### config.mk
export PLATFORM = sky130hd
export DESIGN_NAME = cfg_frame_decoder
export DESIGN_NICKNAME = d
export VERILOG_FILES = /design/src/rtl/cfg_frame_decoder_pkg.sv /design/src/rtl/cfg_frame_decoder_timer.sv /design/src/rtl/cfg_frame_decoder.sv
export SDC_FILE = /design/constraint.sdc
export NUM_CORES = 1
export LEC_CHECK = 0
export ABC_AREA = 1
export BUFFER_PORTS_ARGS = -buffer_cell sky130_fd_sc_hd__buf_2
export CORE_AREA = 2 2 103 105
export CTS_CLUSTER_SIZE = 10
export DETAILED_ROUTE_END_ITERATION = 8
export DIE_AREA = 0 0 105 107
export HOLD_SLACK_MARGIN = 0.15
export PLACE_DENSITY = 0.79
export SLEW_MARGIN = 15
export SYNTH_ARGS = -nofsm -noshare
export SYNTH_HDL_FRONTEND = slang
export SYNTH_SLANG_ARGS = --single-unit
### constraint.sdc
create_clock -name clk -period 1.9 [get_ports clk]
set_input_delay 0.285 -clock clk [delete_from_list [all_inputs] [get_ports clk]]
set_output_delay 0.285 -clock clk [all_outputs]
set_load 0.05 [all_outputs]
### src/rtl/cfg_frame_decoder_pkg.sv
// Shared types and constants for the config-bus frame decoder.
// Optional checksum byte is controlled by CFG_FRAME_CHECKSUM_EN.
package cfg_frame_decoder_pkg;

    typedef enum logic [2:0] {
        ST_IDLE  = 3'd0,
        ST_CMD   = 3'd1,
        ST_ADDR  = 3'd2,
        ST_DATA  = 3'd3,
        ST_CSUM  = 3'd4,
        ST_ISSUE = 3'd5
    } state_t;

    localparam logic [1:0] ERR_NONE   = 2'd0;
    localparam logic [1:0] ERR_BADCMD = 2'd1;
    localparam logic [1:0] ERR_CSUM   = 2'd2;
    localparam logic [1:0] ERR_TMO    = 2'd3;

    localparam logic [7:0] SOF_DEFAULT       = 8'hA5;
    localparam logic [7:0] CMD_WRITE_DEFAULT = 8'h01;

    localparam int ADDR_BYTES = 2;
    localparam int DATA_BYTES = 4;
`ifdef CFG_FRAME_CHECKSUM_EN
    localparam int FRAME_LEN = 9;
`else
    localparam int FRAME_LEN = 8;
`endif

endpackage

### src/rtl/cfg_frame_decoder_timer.sv
// Inter-byte idle counter: counts while run is high, cleared by clear or when not running.
// TIMEOUT_CYCLES = 0 removes the counter entirely and expired never asserts.
module frame_timeout_timer #(
    parameter int TIMEOUT_CYCLES = 500000
) (
    input  logic clk,
    input  logic rst,
    input  logic clear,
    input  logic run,
    output logic expired
);

    localparam int W = (TIMEOUT_CYCLES > 0) ? $clog2(TIMEOUT_CYCLES + 1) : 1;

    generate
        if (TIMEOUT_CYCLES > 0) begin : g_timer
            logic [W-1:0] count_reg;

            // Saturates at the limit so a long stall cannot wrap back below it.
            always_ff @(posedge clk) begin
                if (rst || clear || !run) begin
                    count_reg <= '0;
                end else if (count_reg < W'(TIMEOUT_CYCLES)) begin
                    count_reg <= count_reg + W'(1);
                end
            end

            assign expired = run && (count_reg >= W'(TIMEOUT_CYCLES));
        end else begin : g_no_timer
            assign expired = 1'b0;
        end
    endgenerate

endmodule

### src/rtl/cfg_frame_decoder.sv
// Parses SOF/CMD/ADDR/DATA[/CSUM] write frames from the CDC RX stream into single cfg_write strobes.
// Define CFG_FRAME_CHECKSUM_EN to require a trailing XOR checksum byte.
module cfg_frame_decoder
    import cfg_frame_decoder_pkg::*;
#(
    parameter logic [7:0] SOF_BYTE       = SOF_DEFAULT,
    parameter logic [7:0] CMD_WRITE      = CMD_WRITE_DEFAULT,
    parameter int         TIMEOUT_CYCLES = 500000
) (
    input  logic        clk,
    input  logic        rst,
    input  logic [7:0]  rx_data,
    input  logic        rx_valid,
    output logic        rx_ready,
    output logic [15:0] cfg_addr,
    output logic [31:0] cfg_wdata,
    output logic        cfg_write,
    output logic        frame_err,
    output logic [1:0]  err_code,
    output logic        busy
);

    state_t      state_reg;
    logic [1:0]  byte_idx_reg;
    logic [15:0] addr_stage_reg;
    logic [31:0] data_stage_reg;
    logic [15:0] cfg_addr_reg;
    logic [31:0] cfg_wdata_reg;
    logic        cfg_write_reg;
    logic        frame_err_reg;
    logic [1:0]  err_code_reg;
`ifdef CFG_FRAME_CHECKSUM_EN
    logic [7:0]  csum_reg;
`endif

    logic accept;
    logic timer_run;
    logic timeout_expired;

    assign rx_ready  = !rst && (state_reg != ST_ISSUE);
    assign accept    = rx_valid && rx_ready;
    assign timer_run = (state_reg != ST_IDLE) && (state_reg != ST_ISSUE);

    frame_timeout_timer #(
        .TIMEOUT_CYCLES(TIMEOUT_CYCLES)
    ) u_timer (
        .clk    (clk),
        .rst    (rst),
        .clear  (accept),
        .run    (timer_run),
        .expired(timeout_expired)
    );

    always_ff @(posedge clk) begin
        if (rst) begin
            state_reg      <= ST_IDLE;
            byte_idx_reg   <= '0;
            addr_stage_reg <= '0;
            data_stage_reg <= '0;
            cfg_addr_reg   <= '0;
            cfg_wdata_reg  <= '0;
            cfg_write_reg  <= 1'b0;
            frame_err_reg  <= 1'b0;
            err_code_reg   <= ERR_NONE;
`ifdef CFG_FRAME_CHECKSUM_EN
            csum_reg       <= '0;
`endif
        end else begin
            cfg_write_reg <= 1'b0;
            frame_err_reg <= 1'b0;
            // A byte arriving on the expiry cycle is dropped along with the frame.
            if (timeout_expired) begin
                state_reg     <= ST_IDLE;
                frame_err_reg <= 1'b1;
                err_code_reg  <= ERR_TMO;
            end else begin
                case (state_reg)
                    ST_IDLE: begin
                        if (accept && rx_data == SOF_BYTE) begin
                            state_reg <= ST_CMD;
                        end
                    end
                    ST_CMD: begin
                        if (accept) begin
                            if (rx_data == CMD_WRITE) begin
                                state_reg    <= ST_ADDR;
                                byte_idx_reg <= '0;
`ifdef CFG_FRAME_CHECKSUM_EN
                                csum_reg     <= rx_data;
`endif
                            end else begin
                                state_reg     <= ST_IDLE;
                                frame_err_reg <= 1'b1;
                                err_code_reg  <= ERR_BADCMD;
                            end
                        end
                    end
                    ST_ADDR: begin
                        if (accept) begin
                            addr_stage_reg <= {addr_stage_reg[7:0], rx_data};
`ifdef CFG_FRAME_CHECKSUM_EN
                            csum_reg       <= csum_reg ^ rx_data;
`endif
                            if (byte_idx_reg == 2'(ADDR_BYTES - 1)) begin
                                state_reg    <= ST_DATA;
                                byte_idx_reg <= '0;
                            end else begin
                                byte_idx_reg <= byte_idx_reg + 2'd1;
                            end
                        end
                    end
                    ST_DATA: begin
                        if (accept) begin
                            data_stage_reg <= {data_stage_reg[23:0], rx_data};
`ifdef CFG_FRAME_CHECKSUM_EN
                            csum_reg       <= csum_reg ^ rx_data;
`endif
                            if (byte_idx_reg == 2'(DATA_BYTES - 1)) begin
`ifdef CFG_FRAME_CHECKSUM_EN
                                state_reg     <= ST_CSUM;
`else
                                state_reg     <= ST_ISSUE;
                                cfg_addr_reg  <= addr_stage_reg;
                                cfg_wdata_reg <= {data_stage_reg[23:0], rx_data};
                                cfg_write_reg <= 1'b1;
`endif
                            end else begin
                                byte_idx_reg <= byte_idx_reg + 2'd1;
                            end
                        end
                    end
`ifdef CFG_FRAME_CHECKSUM_EN
                    ST_CSUM: begin
                        if (accept) begin
                            if (rx_data == csum_reg) begin
                                state_reg     <= ST_ISSUE;
                                cfg_addr_reg  <= addr_stage_reg;
                                cfg_wdata_reg <= data_stage_reg;
                                cfg_write_reg <= 1'b1;
                            end else begin
                                state_reg     <= ST_IDLE;
                                frame_err_reg <= 1'b1;
                                err_code_reg  <= ERR_CSUM;
                            end
                        end
                    end
`endif
                    ST_ISSUE: state_reg <= ST_IDLE;
                    default:  state_reg <= ST_IDLE;
                endcase
            end
        end
    end

    assign cfg_addr  = cfg_addr_reg;
    assign cfg_wdata = cfg_wdata_reg;
    assign cfg_write = cfg_write_reg;
    assign frame_err = frame_err_reg;
    assign err_code  = err_code_reg;
    assign busy      = (state_reg != ST_IDLE);

endmodule
==> results of run 1 <==
timing repair:
action	CTS	global route
hold buffers	6	0
gates resized for setup	0	8
endpoints found under the setup margin	0	38
hold endpoints to repair	10	0
final timing paths:
kind	slack [ns]	cells past startpoint	endpoint	from
worst min register to register	0.45	1	err_code[0]$_SDFFE_PP0P_	err_code[0]$_SDFFE_PP0P_
worst max-delay path	0.13	10	cfg_addr[1]$_SDFFE_PP0P_	u_timer.g_timer.count_reg[14]$_SDFFE_PP0P_
worst min-delay path	0.18	5	data_stage_reg[5]$_SDFFE_PP0P_	rx_data[5]
worst max register to register	0.13	10	cfg_addr[1]$_SDFFE_PP0P_	u_timer.g_timer.count_reg[14]$_SDFFE_PP0P_
power groups by stage:
stage	Clock, mW	Combinational, mW	Sequential (mW)
after floorplan	0	0.476	2.62
after global placement	0	0.622	2.60
after detailed placement	0	0.628	2.61
after CTS	3.29	0.654	2.56
after global routing	3.40	0.746	2.57
final	3.24	0.660	2.56
placed cells by master, fill, tap and decap left out, types with 3 or more instances in the layout:
master,instances
dfxtp_1,113
clkbuf_16,16
nand2_4,4
bufinv_16,4
nand3_1,55
nand4_1,4
nand3_2,13
a21oi_1,18
dfxtp_2,3
nor2_1,121
buf_2,64
nor3_1,14
buf_4,8
o21ai_0,9
xor2_1,4
ha_1,5
nand2_1,282
inv_1,210
inv_2,14
dlygate4sd3_1,6
clkbuf_1,4
cells by family (layout without fill, tap and decap cells):
family,after synthesis,after routing,synth area share
AND/OR/NAND/NOR,504,504,0.370
AO/OA/AOI/OAI,30,30,0.0274
XOR/XNOR,4,4,0.00603
flip-flops,116,116,0.400
adder cells (fa/ha/maj),5,5,0.0108
buffers and inverters,260,340,0.186
final cells by class:
| cell class | count | area [um^2] | area share |
|---|---|---|---|
| Clock buffer | 22 | 443 | 0.0643 |
| Tap cell | 136 | 170 | 0.0247 |
| Timing Repair Buffer | 83 | 531 | 0.0770 |
| Multi-Input combinational cell | 543 | 2410 | 0.350 |
| Sequential cell | 116 | 2330 | 0.338 |
| Clock inverter | 9 | 154 | 0.0223 |
| Inverter | 226 | 856 | 0.124 |
routing by layer:
metal  global-route usage  part of all wire  vias to the layer above
li1                     -                 -                     2792
met1                0.298              0.47                     2236
met2                0.387              0.45                      163
met3               0.0529             0.058                       23
met4                0.102             0.018                        0
met5                    0                 0                        -
tightest hold or removal path: cells and delay by family:
| family | cells | cell delay (ns) |
|---|---|---|
| and+or+nand+nor | 3 | 0.19 |
| buffers and inverters | 2 | 0.19 |
metrics by stage:
step | worst slack, ns | area (um^2) | hold WS, ns | power (mW)
4_1_cts | 0.0252 | 6860 | 0.153 | 6.50
5_1_grt | 0.00349 | 6890 | 0.182 | 6.72
6_report | 0.130 | 6890 | 0.179 | 6.46
3_5_place_dp | 0.133 | 6210 | 0.438 | 3.24
3_3_place_gp | 0.194 | 6210 | 0.430 | 3.23
2_1_floorplan | 0.181 | 5810 | 0.354 | 3.10
==> impl_metrics.yaml, run 1 <==
synthesis:
  synth_area_um2: 5810
  synth.distinct_cells: 32
  ys_top_cells_by_area: "dfxtp_1 (40%), nand2_1 (18%), inv_1 (14%)"
  syn_inst: 919
  ys_async_sr_fraction: 0
  netlist.area_leader.share: 0.400
  synth_nets: 935
  synthFlopType: "dfxtp_1"
  avgSynthCellArea_um2: 6.32
  synth_warnings: 0
  seq_area_frac_synth: 0.400
  ys_ff_latch: 116
  synth_edf_count: 0
  synth.most_common_cell: "nand2_1"
  synth_top_area_cell: "dfxtp_1"
  synth_common_cells: "nand2_1 (283), inv_1 (211), nor2_1 (121), dfxtp_1 (116), nand3_1 (55)"
sta:
  hold_viol: 0
  finalCritPeriodShare: 0.932
  setup_viol: 0
  relSlewSlack: 0.385
  finalSetupTns_ns: 0
  finalCriticalPeriod_ns: 1.77
  fmax_mhz: 565
  rsz0062_at_grt: "false"
  slew_violations: 0
  worst_slew_pin_slew_ns: 0.922
  fin_worst_skew_ns: 0.00804
drt:
  initialDrtViolationCount: 344
  via_count: 5214
  drt-wirelength-per-cell_um: 10.8
  dr.pass1.iters: 5
  drt-total-wl_mm: 12.3
  via_per_inst: 4.59
  route.detailed.drc: 0
  postRouteAntennaNets: 0
worst_hold_path:
  worstHoldPathType: "input pin to flip-flop"
clocking:
  root_buffer: "clkbuf_8"
  clk_path_buf_depth: 2
  cts-htree-levels: 4
  clock_sinks: 116
  numCtsBuffers: 17
  cts_setup_buffers: 0
  clk_pin_slew_ns: 0.05
  clk_latency_ns: 0.52
  cts_tree: "built"
floorplan:
  core-area_um2: 10100
  die_area_um2: 11200
  fp-row-count: 37
  ios: 65
  fp.dieW_um: 105
  die_h_um: 107
  start_util: 0.575
place:
  dp_cells: 1098
  io_buffers: 64
  routabilityCongestion: 0.811
  hpwl_mm: 7.82
critical_path:
  worstPathArrival_ns: 2.18
  crit_buf_inv: 3
  required_ns: 2.31
  path_cells: "o21ai_0, nor2_1, nand3_4, nand2_4, inv_8, nand2_4, buf_16, nand2_1, inv_1, nor2_1"
  max_stage_delay_ns: 0.39
  startpoint_type: "flip-flop"
  path_delay_family: "simple AND/OR/NAND/NOR gates"
  crit_path_max_fanout: 50
  crit_path_end_kind: "flip-flop"
  worst-setup-path-type: "flip-flop to flip-flop"
  critical-path-slowest-cell: "dfxtp_1"
pwr:
  p_int_mw: 4.88
  p_leak_nw: 3.47
  p_sw_frac: 0.246
  clockPowerShare: 0.502
  p_comb_frac: 0.102
  seqPwrFrac: 0.396
  ir_worst_vdd_mv: 0.491
  switching_power_mw: 1.59
  power_density_nw_per_um2: 938
grt:
  grt_start_max_net_pins: 93
  antenna_found_initial: 0
  gr-usage-all-layers: 0.236
  grt_pass1_vias: 4864
  overflow: 0
  grt_pass1_wl_mm: 21.4
layout:
  largest_reg_flops: 32
  diodes: 0
  area_growth_pct: 18.6
  fin_cells: 1135
  final_util: 0.682
  drive_gt1_frac: 0.145
  fillers: 911
  finalNetCount: 1003
status:
  status: "completed"
flow_run:
  drv_cap: 0
Power figures use the tool's default switching activity.
==> run 2, diff against run 1 <==
- CELL_PAD_IN_SITES_DETAIL_PLACEMENT: unset -> 1
- CELL_PAD_IN_SITES_GLOBAL_PLACEMENT: unset -> 1
- CORE_AREA: 2 2 103 105 -> 2 2 122 124
- DIE_AREA: 0 0 105 107 -> 0 0 124 126
- PLACE_DENSITY: 0.79 -> unset
- PLACE_DENSITY_LB_ADDON: unset -> 0.1
==> impl_metrics.yaml, run 2 (synthesis gave the netlist of run 1 again) <==
status:
  status: "completed"
layout:
  register_area_um2: 2320
  drive_gt1_frac: 0.156
  fin_cells: 1193
  finalNetCount: 1013
  final_cell_mix: "nand2_1 (283), inv_1 (210), nor2_1 (121)"
  fillers: 1961
  post-route-cell-area_um2: 6970
  largest_reg_flops: 32
  area_growth_pct: 20.1
  multi_input_area_um2: 2430
  final_common_cell: "nand2_1"
  diodes: 0
sta:
  slew_violations: 0
  fin_worst_skew_ns: 0.00865
  setup_viol: 0
  relSlewSlack: 0.693
  fmax_mhz: 560
  rsz0062_at_grt: "false"
  finalCritPeriodShare: 0.940
  worst_slew_pin_slew_ns: 0.459
  finalCriticalPeriod_ns: 1.79
  hold_viol: 0
  finalSetupTns_ns: 0
critical_path:
  crit_buf_inv: 3
  worstPathArrival_ns: 2.10
  startpoint_type: "flip-flop"
  path_cells: "nand3_1, nor2_1, nand3_4, nand2_4, inv_8, nand2_4, buf_12, nand2_1, inv_1, nor2_1"
  max_stage_delay_ns: 0.39
  critical-path-slowest-cell: "dfxtp_1"
  path_delay_family: "simple AND/OR/NAND/NOR gates"
  worst-setup-path-type: "flip-flop to flip-flop"
  crit_path_end_kind: "flip-flop"
  required_ns: 2.21
  crit_path_max_fanout: 27
  r2r_setup_slack_ns: 0.11
place:
  io_buffers: 64
  dp_cells: 1160
  hpwl_mm: 10.1
  placed_cell_area_um2: 6410
  routabilityCongestion: 0.821
drt:
  drt-total-wl_mm: 14.9
  drt-wirelength-per-cell_um: 12.5
  via_per_inst: 4.48
  dr.pass1.iters: 5
  postRouteAntennaNets: 0
  initialDrtViolationCount: 208
  via_count: 5343
  route.detailed.drc: 0
floorplan:
  core-area_um2: 14300
  die_h_um: 126
  fp-row-count: 44
  fp.dieW_um: 124
  ios: 65
  die_area_um2: 15600
  start_util: 0.406
pwr:
  switching_power_mw: 1.59
  seqPwrFrac: 0.420
  ir_worst_vdd_mv: 0.661
  p_int_mw: 4.51
  total_power_mw: 6.11
  power_density_nw_per_um2: 876
  p_leak_nw: 3.49
  p_comb_frac: 0.112
  p_sw_frac: 0.261
  clockPowerShare: 0.468
clocking:
  clk_path_buf_depth: 2
  root_buffer: "clkbuf_16"
  clock_sinks: 116
  cts_tree: "built"
  cts-htree-levels: 4
  numCtsBuffers: 17
  clk_latency_ns: 0.42
  clk_pin_slew_ns: 0.05
grt:
  gr-usage-all-layers: 0.202
  overflow: 0
  met3_usage: 0.0408
  grt_pass1_wl_mm: 25.0
  busiest_layer: "met2"
  use_met2: 0.338
  grt_util_met1: 0.254
  antenna_found_initial: 0
  grt_pass1_vias: 5324
  grt_start_max_net_pins: 93
flow_run:
  drv_cap: 0
worst_hold_path:
  worstHoldPathType: "input pin to flip-flop"
run 2: cell count changes in the layout (fill, tap and decap cells not counted), moves of 2 or more:
cell / change
buf_4: +13
dlygate4sd3_1: -5
buf_12: +4
bufinv_16: -4
clkinv_2: +3
buf_6: -2
clkbuf_8: +2
clkinvlp_4: -2
nor2_4: +2
run 2: final timing paths:
check / from / endpoint / depth (start not counted)
min: rx_data[0] / data_stage_reg[0]$_SDFFE_PP0P_ / 5
max: u_timer.g_timer.count_reg[17]$_SDFFE_PP0P_ / cfg_wdata[5]$_SDFFE_PP0P_ / 10
max reg2reg: u_timer.g_timer.count_reg[17]$_SDFFE_PP0P_ / cfg_wdata[5]$_SDFFE_PP0P_ / 10
min reg2reg: err_code[0]$_SDFFE_PP0P_ / err_code[0]$_SDFFE_PP0P_ / 1
run 2: power groups by stage:
stage	Clock [mW]	Sequential, mW	Combinational [mW]
after floorplan	0	2.62	0.476
after global placement	0	2.61	0.667
after detailed placement	0	2.61	0.678
after CTS	2.93	2.56	0.686
after global routing	3.04	2.57	0.785
final	2.86	2.56	0.685
run 2: through the flow:
stage                     setup WS [ns]   util  hold slack, ns
after global placement            0.153  0.448           0.433
final                             0.113  0.487           0.244
after global routing            0.00626  0.487           0.287
after CTS                        0.0483  0.485           0.225
after floorplan                   0.181      -           0.354
after detailed placement         0.0657  0.448           0.438
run 2: what timing repair did:
item	CTS	global route
hold buffers	1	0
resized for setup	0	6
endpoints found under the hold margin	2	0
endpoints found under the setup margin	0	40
buffers inserted	0	0
run 2: area by class of cell:
| type | count | area share |
|---|---|---|
| sequential | 116 | 0.333 |
| clock buffer | 26 | 0.0716 |
| timing repair buffer | 92 | 0.0872 |
| multi-input combinational | 544 | 0.348 |
| tap | 184 | 0.0330 |
| inverter | 226 | 0.123 |
| clock inverter | 5 | 0.00359 |
run 2: worst min-delay path, cell delays in order:
cell and delay, ns:
buf_2 0.10, inv_1 0.07, nand2_1 0.07, nand2_1 0.04
nor2_1 0.07
run 2: per-layer routing:
layer,part of all wire,vias to the layer above
li1,-,2815
met1,0.47,2446
met2,0.49,68
met3,0.028,14
met4,0.015,0
met5,0,-
